`src/rtl/btn_event_arbiter.sv`:
```
// btn_event_arbiter: synchronized, debounced push buttons feeding a round-robin valid/ready event port.
// Optional release events (falling edges) are enabled with BTN_RELEASE_EVT_EN.
module btn_event_arbiter #(
  parameter int N = 4,
  parameter int DB_CNT = 16,
  localparam int IDW = $clog2(N)
) (
  input  logic           clk,
  input  logic           rst_n,
  input  logic [N-1:0]   btn_async,
  output logic [N-1:0]   btn_level,
  output logic           evt_valid,
  input  logic           evt_ready,
  output logic [IDW-1:0] evt_id,
  output logic           evt_rel,
  output logic           evt_overrun
);
`ifdef BTN_RELEASE_EVT_EN
  localparam int M = 2 * N;
`else
  localparam int M = N;
`endif
  localparam int SW = $clog2(M);
  localparam int CW = $clog2(DB_CNT);
  typedef enum logic {IDLE, HOLD} state_t;
  state_t st, st_n;
  logic [N-1:0] s1, s2, stable, hit;
  logic [CW-1:0] cnt [N];
  logic [M-1:0] req, req_n, ev, clr;
  logic [SW-1:0] last, slot, gslot;
  logic gany, ovr;
  always_comb
    for (int i = 0; i < N; i++)
      hit[i] = (s2[i] != stable[i]) && (cnt[i] == CW'(DB_CNT - 1));
`ifdef BTN_RELEASE_EVT_EN
  assign ev = {hit & ~s2, hit & s2};
  assign evt_rel = slot >= SW'(N);
  assign evt_id = IDW'(evt_rel ? slot - SW'(N) : slot);
`else
  assign ev = hit & s2;
  assign evt_rel = 1'b0;
  assign evt_id = slot;
`endif
  assign btn_level = stable;
  assign evt_valid = (st == HOLD);
  // Lowest request above last wins; otherwise wrap to the lowest request overall.
  always_comb begin
    gany = |req;
    gslot = last;
    for (int i = M - 1; i >= 0; i--)
      if (req[i]) gslot = SW'(i);
    for (int i = M - 1; i >= 0; i--)
      if (req[i] && SW'(i) > last) gslot = SW'(i);
  end
  // A grant and a new edge in the same cycle leave the flag set without overrun.
  always_comb begin
    st_n = st;
    clr = '0;
    if (st == IDLE && gany) begin
      st_n = HOLD;
      clr = M'(1) << gslot;
    end
    if (st == HOLD && evt_ready) st_n = IDLE;
    req_n = (req & ~clr) | ev;
    ovr = |(ev & req & ~clr);
  end
  always_ff @(posedge clk or negedge rst_n)
    if (!rst_n) st <= IDLE;
    else st <= st_n;
  always_ff @(posedge clk or negedge rst_n)
    if (!rst_n) begin
      s1 <= '0;
      s2 <= '0;
      stable <= '0;
      req <= '0;
      evt_overrun <= 1'b0;
      slot <= '0;
      last <= SW'(M - 1);
      for (int i = 0; i < N; i++) cnt[i] <= '0;
    end else begin
      s1 <= btn_async;
      s2 <= s1;
      stable <= stable ^ hit;
      req <= req_n;
      evt_overrun <= ovr;
      if (st == IDLE && gany) slot <= gslot;
      if (st == HOLD && evt_ready) last <= slot;
      for (int i = 0; i < N; i++)
        cnt[i] <= (s2[i] == stable[i] || hit[i]) ? '0 : cnt[i] + 1'b1;
    end
endmodule
```
`config.mk`:
```
export PLATFORM = sky130hd
export DESIGN_NAME = btn_event_arbiter
export DESIGN_NICKNAME = d
export VERILOG_FILES = /design/src/rtl/btn_event_arbiter.sv
export SDC_FILE = /design/constraint.sdc
export NUM_CORES = 1
export LEC_CHECK = 0
export ABC_AREA = 1
export BUFFER_PORTS_ARGS = -buffer_cell sky130_fd_sc_hd__buf_2
export CAP_MARGIN = 30
export CORE_ASPECT_RATIO = 0.5
export CORE_MARGIN = 5
export CORE_UTILIZATION = 39
export CTS_BUF_LIST = sky130_fd_sc_hd__clkbuf_16
export CTS_CLUSTER_DIAMETER = 150
export DETAILED_ROUTE_END_ITERATION = 6
export GPL_TIMING_DRIVEN = 0
export PLACE_DENSITY_LB_ADDON = 0.12
export SYNTH_ARGS = -nofsm -noshare
export SYNTH_HDL_FRONTEND = slang
export SYNTH_SLANG_ARGS = --single-unit
```
`constraint.sdc`:
```
create_clock -name clk -period 1.85 [get_ports clk]
set_input_delay 0.185 -clock clk [delete_from_list [all_inputs] [get_ports clk]]
set_output_delay 0.185 -clock clk [all_outputs]
set_load 0.02 [all_outputs]
```
==> results of run 1 <==
-- cells by family (layout without fill, tap and decap cells) --
logic type / after synthesis / count (layout) / synth area share (%)
AOI/OAI and AO/OA: 15 / 15 / 5.308
xor gates and xnor gates: 12 / 12 / 6.461
adders and majority gates: 4 / 4 / 3.077
buffers and inverters: 24 / 48 / 5.770
DFF: 38 / 38 / 58.62
other: 1 / 1 / 0.2305
and+or+nand+nor: 76 / 76 / 20.54
-- repair_timing --
item / CTS / global route
hold buffers: 0 / 2
hold endpoints to repair: 0 / 2
setup buffers: 0 / 0
-- cell usage in the layout (no fill, tap or decap), types with 2 or more instances in the layout --
cell           count
xor2_1             8
nand3_1           13
nand3_2            2
ha_1               4
dfrtp_1           36
clkbuf_16          5
nand2_2            3
nor2_1            21
nor2_2             2
o21ai_0           12
buf_2             14
inv_1             22
xnor2_1            4
nand2_1           34
inv_2              2
dfstp_2            2
dlygate4sd3_1      2
o21ai_1            2
-- cells in the mapped netlist --
| library cell | n |
|---|---|
| a21oi_4 | 1 |
| buf_4 | 1 |
| conb_1 | 1 |
| dfrtp_1 | 36 |
| dfstp_2 | 2 |
| ha_1 | 4 |
| inv_1 | 21 |
| inv_2 | 2 |
| nand2_1 | 34 |
| nand2_2 | 3 |
| nand3_1 | 13 |
| nand3_2 | 2 |
| nor2_1 | 21 |
| nor2_2 | 2 |
| nor2_4 | 1 |
| o21ai_0 | 12 |
| o21ai_1 | 2 |
| xnor2_1 | 4 |
| xor2_1 | 8 |
-- worst max-delay path: stages, from the launching register on --
cell	delay [ns]
dfstp_2	0.56
inv_1	0.06
nand2_1	0.09
nand2_1	0.06
inv_1	0.06
nand2_2	0.06
nand2_2	0.08
nand2_1	0.07
o21ai_0	0.20
nand2_1	0.08
-- routing by layer --
metal / vias up / wire [um] / global-route usage (%)
met4: 0 / 57 / 5.682
met1: 507 / 1280 / 14.79
li1: 574 / - / -
met2: 16 / 1136 / 16.17
met5: - / 0 / 0
met3: 8 / 131 / 4.506
-- worst min-delay path by stage --
stage / end / slack [ns]
2_1_floorplan: async pin / -0.11
3_3_place_gp: s1[1]$_DFF_PN0_ / 0.29
3_5_place_dp: s1[2]$_DFF_PN0_ / 0.29
4_1_cts: s1[0]$_DFF_PN0_ / 0.001
5_1_grt: s1[0]$_DFF_PN0_ / 0.003
6_report: cnt[9]$_DFF_PN0_ / 0.004
-- stage by stage --
stage          hold slack [ns]  std cells  area, um2  util [%]
5_1_grt               0.002633        248       1922     48.48
2_1_floorplan          -0.1106        170       1627         -
4_1_cts               0.001385        246       1902     47.98
3_3_place_gp            0.2933        238       1764     44.51
3_5_place_dp            0.2943        238       1764     44.51
6_report              0.003761        248       1922     48.48
-- cell type report --
type | instances | area share, %
Buffer | 1 | 0.3906
Clock buffer | 5 | 6.510
Clock inverter | 3 | 0.6510
Inverter | 23 | 4.492
Multi-Input combinational cell | 108 | 30.14
Sequential cell | 38 | 49.61
Tap cell | 54 | 3.516
Timing Repair Buffer | 16 | 4.688
-- power groups by stage --
stage	Combinational, uW	Sequential (uW)	Clock (uW)
after floorplan	44.5	894	0
after global placement	72.7	897	0
after detailed placement	74.6	898	0
after CTS	75.1	883	828
after global routing	92.4	887	877
final	74.9	883	794
==> summary.md, run 1 <==
| Metric | Value |
|---|---|
| First-pass GRT wire length | 4899 um |
| Leakage | 0.0009842 uW |
| Cell Int Power | 1380 uW |
| Min cycle time layout | ~1.4 ns |
| Seq pwr share | 50.4% |
| Netlist cell types | 19 |
| Setup crit start | last[1]$_DFFE_PN1P_ |
| Synth warn | 0 |
| Skew final | 0.002798 ns |
| Die Y | roughly 56 um |
| Fmax | between 600 and 700 MHz |
| RSZ-0062 raised after global routing | no |
| Hold Violations, Final | 0 |
| Worst Path Class, Setup | reg2reg |
| Cells after Synth | 170 |
| Reg2reg path depth | 9 |
| Pwr Total | 1752 uW |
| Syn nets | 181 |
| Final Max Tran Viols | 0 |
| TritonCTS Buffers | 5 |
| Post_cts resized | 0 |
| H-tree depth | 2 |
| Clock Tree Buf Depth | 2 |
| Initial Utilization | approximately two fifths |
| Worst Tran Pin Value | around 0.82 ns |
| NetSw | 371.6 uW |
| Worst r2r dst | req[0]$_DFF_PN0_ |
| Die area | 5641 um2 |
| Reg2Reg Setup Slack | around 0.42 ns |
| Endpoints failing setup | 0 |
| Top Ports | 16 |
| CP endpoint | req[0]$_DFF_PN0_ |
| Peak supply drop | 535.4 uV |
| Top post-synthesis cells by area | dfrtp_1 55%, nand2_1 7.8%, inv_1 4.8% |
| Largest net degree at the start of global routing | 39 |
| Diode count | 0 |
| Critical Path Source Type | flip-flop |
| # port buffers | 14 |
| Final Cycle Share | between 70 and 80% |
| Total GRT Usage | 11.33% |
| Crit path capture type | flip-flop |
| Setup WS post-layout | between 0.4 and 0.5 ns |
| Placement Setup Slack | 0.4161 ns |
| Per-cell routed wire length | approximately 11 um |
| Clock transition at path regs | approximately 0.050 ns |
| Multi-input logic area | slightly below 600 um2 |
| Share of cells above drive strength 1 | 17.53% |
| TritonRoute pass-1 iters | 4 |
| Pwr dens | 911.5 nW/um2 |
| Clock power share | 45.3% |
| Max_cap viols | 0 |
| Vias per cell | 4.456 |
| Post-DP HPWL | approximately 1800 um |
| Number of nets still failing antenna checks after routing | 0 |
| Syn avg cell area | about 9.6 um2 |
| Synth Cell Area | 1627 um2 |
| Die X | around 100 um |
| Final net count | approximately 200 |
| Status | completed |
| Root buf cell | clkbuf_16 |
| Antenna violations before repair | 0 |
| Seq/Total Area, Yosys | 58.62% |
| Post-route DRC | 0 |
| Setup tns final | 0 ns |
| Total grt overflow | 0 |
| Worst Hold Class | in2async |
| Worst path required time | between 2 and 2.5 ns |
| Final GP Congestion | 0.6869 |
| Area grow syn2layout | 18.15% |
| Share of the synthesized area in the top cell type | roughly 55% |
| Cell accounting for the most synthesized area | dfrtp_1 |
| Largest fanout on the critical path | 4 |
| Normalized max-slew margin | 45.13% |
| CTS tree | yes |
| Sw Share | 21.22% |
| Core Rows | 16 |
| # clock sinks | 38 |
| Fill cells | roughly 390 |
| Vias | approximately 1100 |
| Core ar. | 3964 um2 |
| Storage cell area | 953.4 um2 |
| 1st-iter DRT viols | 6 |
| Gate power share | 4.3% |
| Post-Route WL | 2605 um |
| CP Data Arrival Time | approximately 1.6 ns |
| #FFs+latches synth | 38 |
| Worst reg2reg startpoint | last[1]$_DFFE_PN1P_ |
| Worst-Skew Late Latency | 0.28 ns |
| Vias in the first global route | 1102 |
No activity file was read; power rests on OpenSTA's default activity.
==> run 2, diff against run 1 <==
- clock period: 1.85 -> 1.4 ns (I/O delays scaled with it)
==> run 2 against run 1 <==
Sequential share of layout area down 2.2 points. Hold slack gained 0.039 ns. Combinational power grew 42%. Clock power increased by 34%. Highest routed layer unchanged.
==> summary.md, run 2 (synthesis gave the netlist of run 1 again) <==
| Metric | Value |
|---|---|
| # port buffers | 14 (unchanged) |
| Reg2reg path depth | 11 (+2) |
| Post-DP HPWL | 1848 um (unchanged) |
| 1st-iter DRT viols | 11 (+5) |
| Post-route DRC | 0 (unchanged) |
| CP top delay family | simple AND/OR/NAND/NOR gates |
| H-tree depth | 2 (unchanged) |
| Endpoints failing setup | 0 (unchanged) |
| RSZ-0062 raised after global routing | yes |
| Slowest stage cell on the critical path | dfstp_2 |
| Hold Violations, Final | 0 (unchanged) |
| Antenna violations before repair | 0 (unchanged) |
| Hold Path Sink | evt_valid$_DFFE_PN0P_ |
| Worst Hold Class | in2reg |
| # clock sinks | 38 (unchanged) |
| Fmax | 720.5 MHz (+3.3%) |
| Core ar. | 3964 um2 (unchanged) |
| Worst-Skew Late Latency | 0.28 ns (about the same) |
| Most used cell, CP | nand2_1 |
| Crit path capture type | flip-flop |
| Peak supply drop | 708.9 uV (+32%) |
| Post-Route WL | 2704 um (+3.8%) |
| Total GRT Usage | 11.44% (+0.11 points) |
| Die Y | 55.67 um (unchanged) |
| Vias | 1130 (+2.3%) |
| Worst reg2reg startpoint | last[1]$_DFFE_PN1P_ |
| TritonRoute pass-1 iters | 4 (unchanged) |
| CP peak stage delay | 0.58 ns (+0.02 ns) |
| Core Rows | 16 (unchanged) |
| Commonest non-fill, non-tap cell in the layout | dfrtp_1 |
| Total grt overflow | 0 (unchanged) |
| Critical Path Source Type | flip-flop |
| Fill cells | 377 (-3.1%) |
| Final net count | 208 (+2.0%) |
| Worst Tran Pin Value | 0.8245 ns (+0.001520 ns) |
| Die X | 101.3 um (unchanged) |
| Vias per cell | 4.484 (+0.64%) |
| Final Max Tran Viols | 0 (unchanged) |
| First-pass GRT wire length | 4954 um (+1.1%) |
| Number of nets still failing antenna checks after routing | 0 (unchanged) |
| Per-cell routed wire length | 10.73 um (+2.2%) |
| Share of cells above drive strength 1 | 24.75% (+7.2 points) |
| Min cycle time layout | 1.388 ns (-0.04583 ns) |
| Status | completed |
| TritonCTS Buffers | 5 (unchanged) |
| Root buf cell | clkbuf_16 |
| Die area | 5641 um2 (unchanged) |
| Clock transition at path regs | 0.06 ns (about the same) |
| CP Data Arrival Time | 1.55 ns (-0.04 ns) |
| Vias in the first global route | 1116 (+1.3%) |
| Reg2Reg Setup Slack | 0.01 ns (-0.40 ns) |
| Initial Utilization | 41.04% (unchanged) |
| Leakage | 0.001006 uW (+2.3%) |
| Worst Hold Slack | 0.04319 ns (+0.03943 ns) |
| Worst Path Class, Setup | reg2reg |
| Pwr dens | 1155 nW/um2 (+27%) |
| Largest net degree at the start of global routing | 39 (unchanged) |
| Largest fanout on the critical path | 4 (unchanged) |
| Clock Tree Buf Depth | 2 (unchanged) |
| Setup tns final | 0 ns (unchanged) |
| Buf/Inv on CP | 2 (unchanged) |
| Hold-critical path depth | 2 |
| Worst path required time | 1.56 ns (-0.45 ns) |
| Top Ports | 16 (unchanged) |
| Final Cycle Share | 99.14% (+22 points) |
| Max_cap viols | 0 (unchanged) |
| Final GP Congestion | 0.6869 (unchanged) |
| Worst r2r dst | evt_overrun$_DFF_PN0_ |
| Area grow syn2layout | 24.00% |
| Normalized max-slew margin | 45.03% (-0.10 points) |
| Leading cell types in the layout, fill and taps excluded | 34 x dfrtp_1, 27 x nand2_1, 21 x nor2_1 |
| CTS tree | yes |
| Skew final | 0.005033 ns (+0.002235 ns) |
| Diode count | 0 (unchanged) |
| Hold_sp | evt_ready |
| Pwr Total | 2330 uW (+33%) |
| Ordered cell list for the critical path | inv_2, nand2_2, nand2_2, nand2_4, nand2_4, nor2_2, nand2_1, nand2_1, nand2_1, inv_2, nand3_2 |
run 2: cell count changes in the layout (fill, tap and decap cells not counted), sizes merged:
cell / previous run / this run
dlygate4sd3: 2 / 5
buf: 15 / 16
run 2: cell type report:
| type | instances | area (um2) | area share (%) |
|---|---|---|---|
| Clock inverter | 3 | 12.51 | 0.6203 |
| Tap cell | 54 | 67.56 | 3.350 |
| Buffer | 1 | 7.507 | 0.3722 |
| Inverter | 23 | 86.33 | 4.280 |
| Clock buffer | 5 | 125.1 | 6.203 |
| Multi-Input combinational cell | 108 | 634.4 | 31.45 |
| Timing Repair Buffer | 20 | 127.6 | 6.328 |
| Sequential cell | 38 | 955.9 | 47.39 |
run 2: timing repair:
action                                  in CTS  in global routing
pin swaps                                    2                  7
endpoints found under the hold margin       40                  0
gates resized for setup                      4                 16
hold buffers                                 5                  0
buffers inserted                             0                  1
endpoints found under the setup margin       2                  4
run 2: worst max-delay path by stage:
| stage | cells after the start | from | end | slack, ns |
|---|---|---|---|---|
| final | 11 | last[1]$_DFFE_PN1P_ | evt_overrun$_DFF_PN0_ | 0.01 |
| after global routing | 11 | last[1]$_DFFE_PN1P_ | evt_overrun$_DFF_PN0_ | -0.06 |
| after CTS | 11 | last[1]$_DFFE_PN1P_ | evt_overrun$_DFF_PN0_ | 0.0009 |
| after detailed placement | 9 | last[1]$_DFFE_PN1P_ | req[0]$_DFF_PN0_ | -0.03 |
| after global placement | 9 | last[1]$_DFFE_PN1P_ | evt_overrun$_DFF_PN0_ | -0.02 |
| after floorplan | 9 | last[1]$_DFFE_PN1P_ | evt_overrun$_DFF_PN0_ | 0.12 |
run 2: routing by layer:
metal / GRT usage, % / vias to the layer above / part of all wire [%] / routed length, um
met5: 0 / - / 0 / 0
met4: 5.682 / 0 / 2.0 / 54
met3: 4.506 / 8 / 5.0 / 136
li1: - / 582 / - / -
met2: 16.64 / 14 / 44 / 1184
met1: 14.71 / 526 / 49 / 1328
run 2: per-stage QoR:
stage                     area (um2)  utilization (%)  setup slack, ns  std cells
after CTS                       1961            49.46        0.0009274        251
after detailed placement        1764            44.51         -0.03387        238
final                           2017            50.88          0.01201        252
after floorplan                 1627                -           0.1158        170
after global routing            2017            50.88         -0.05883        252
after global placement          1764            44.51         -0.01534        238
run 2: power breakdown:
part	total [uW]	leakage, uW	switching, uW	internal [uW]
combinational	106	0.000443	59.3	47.1
clock	1060	0.0000724	414	643
sequential	1170	0.000491	26.9	1140
total	2330	0.00101	501	1830
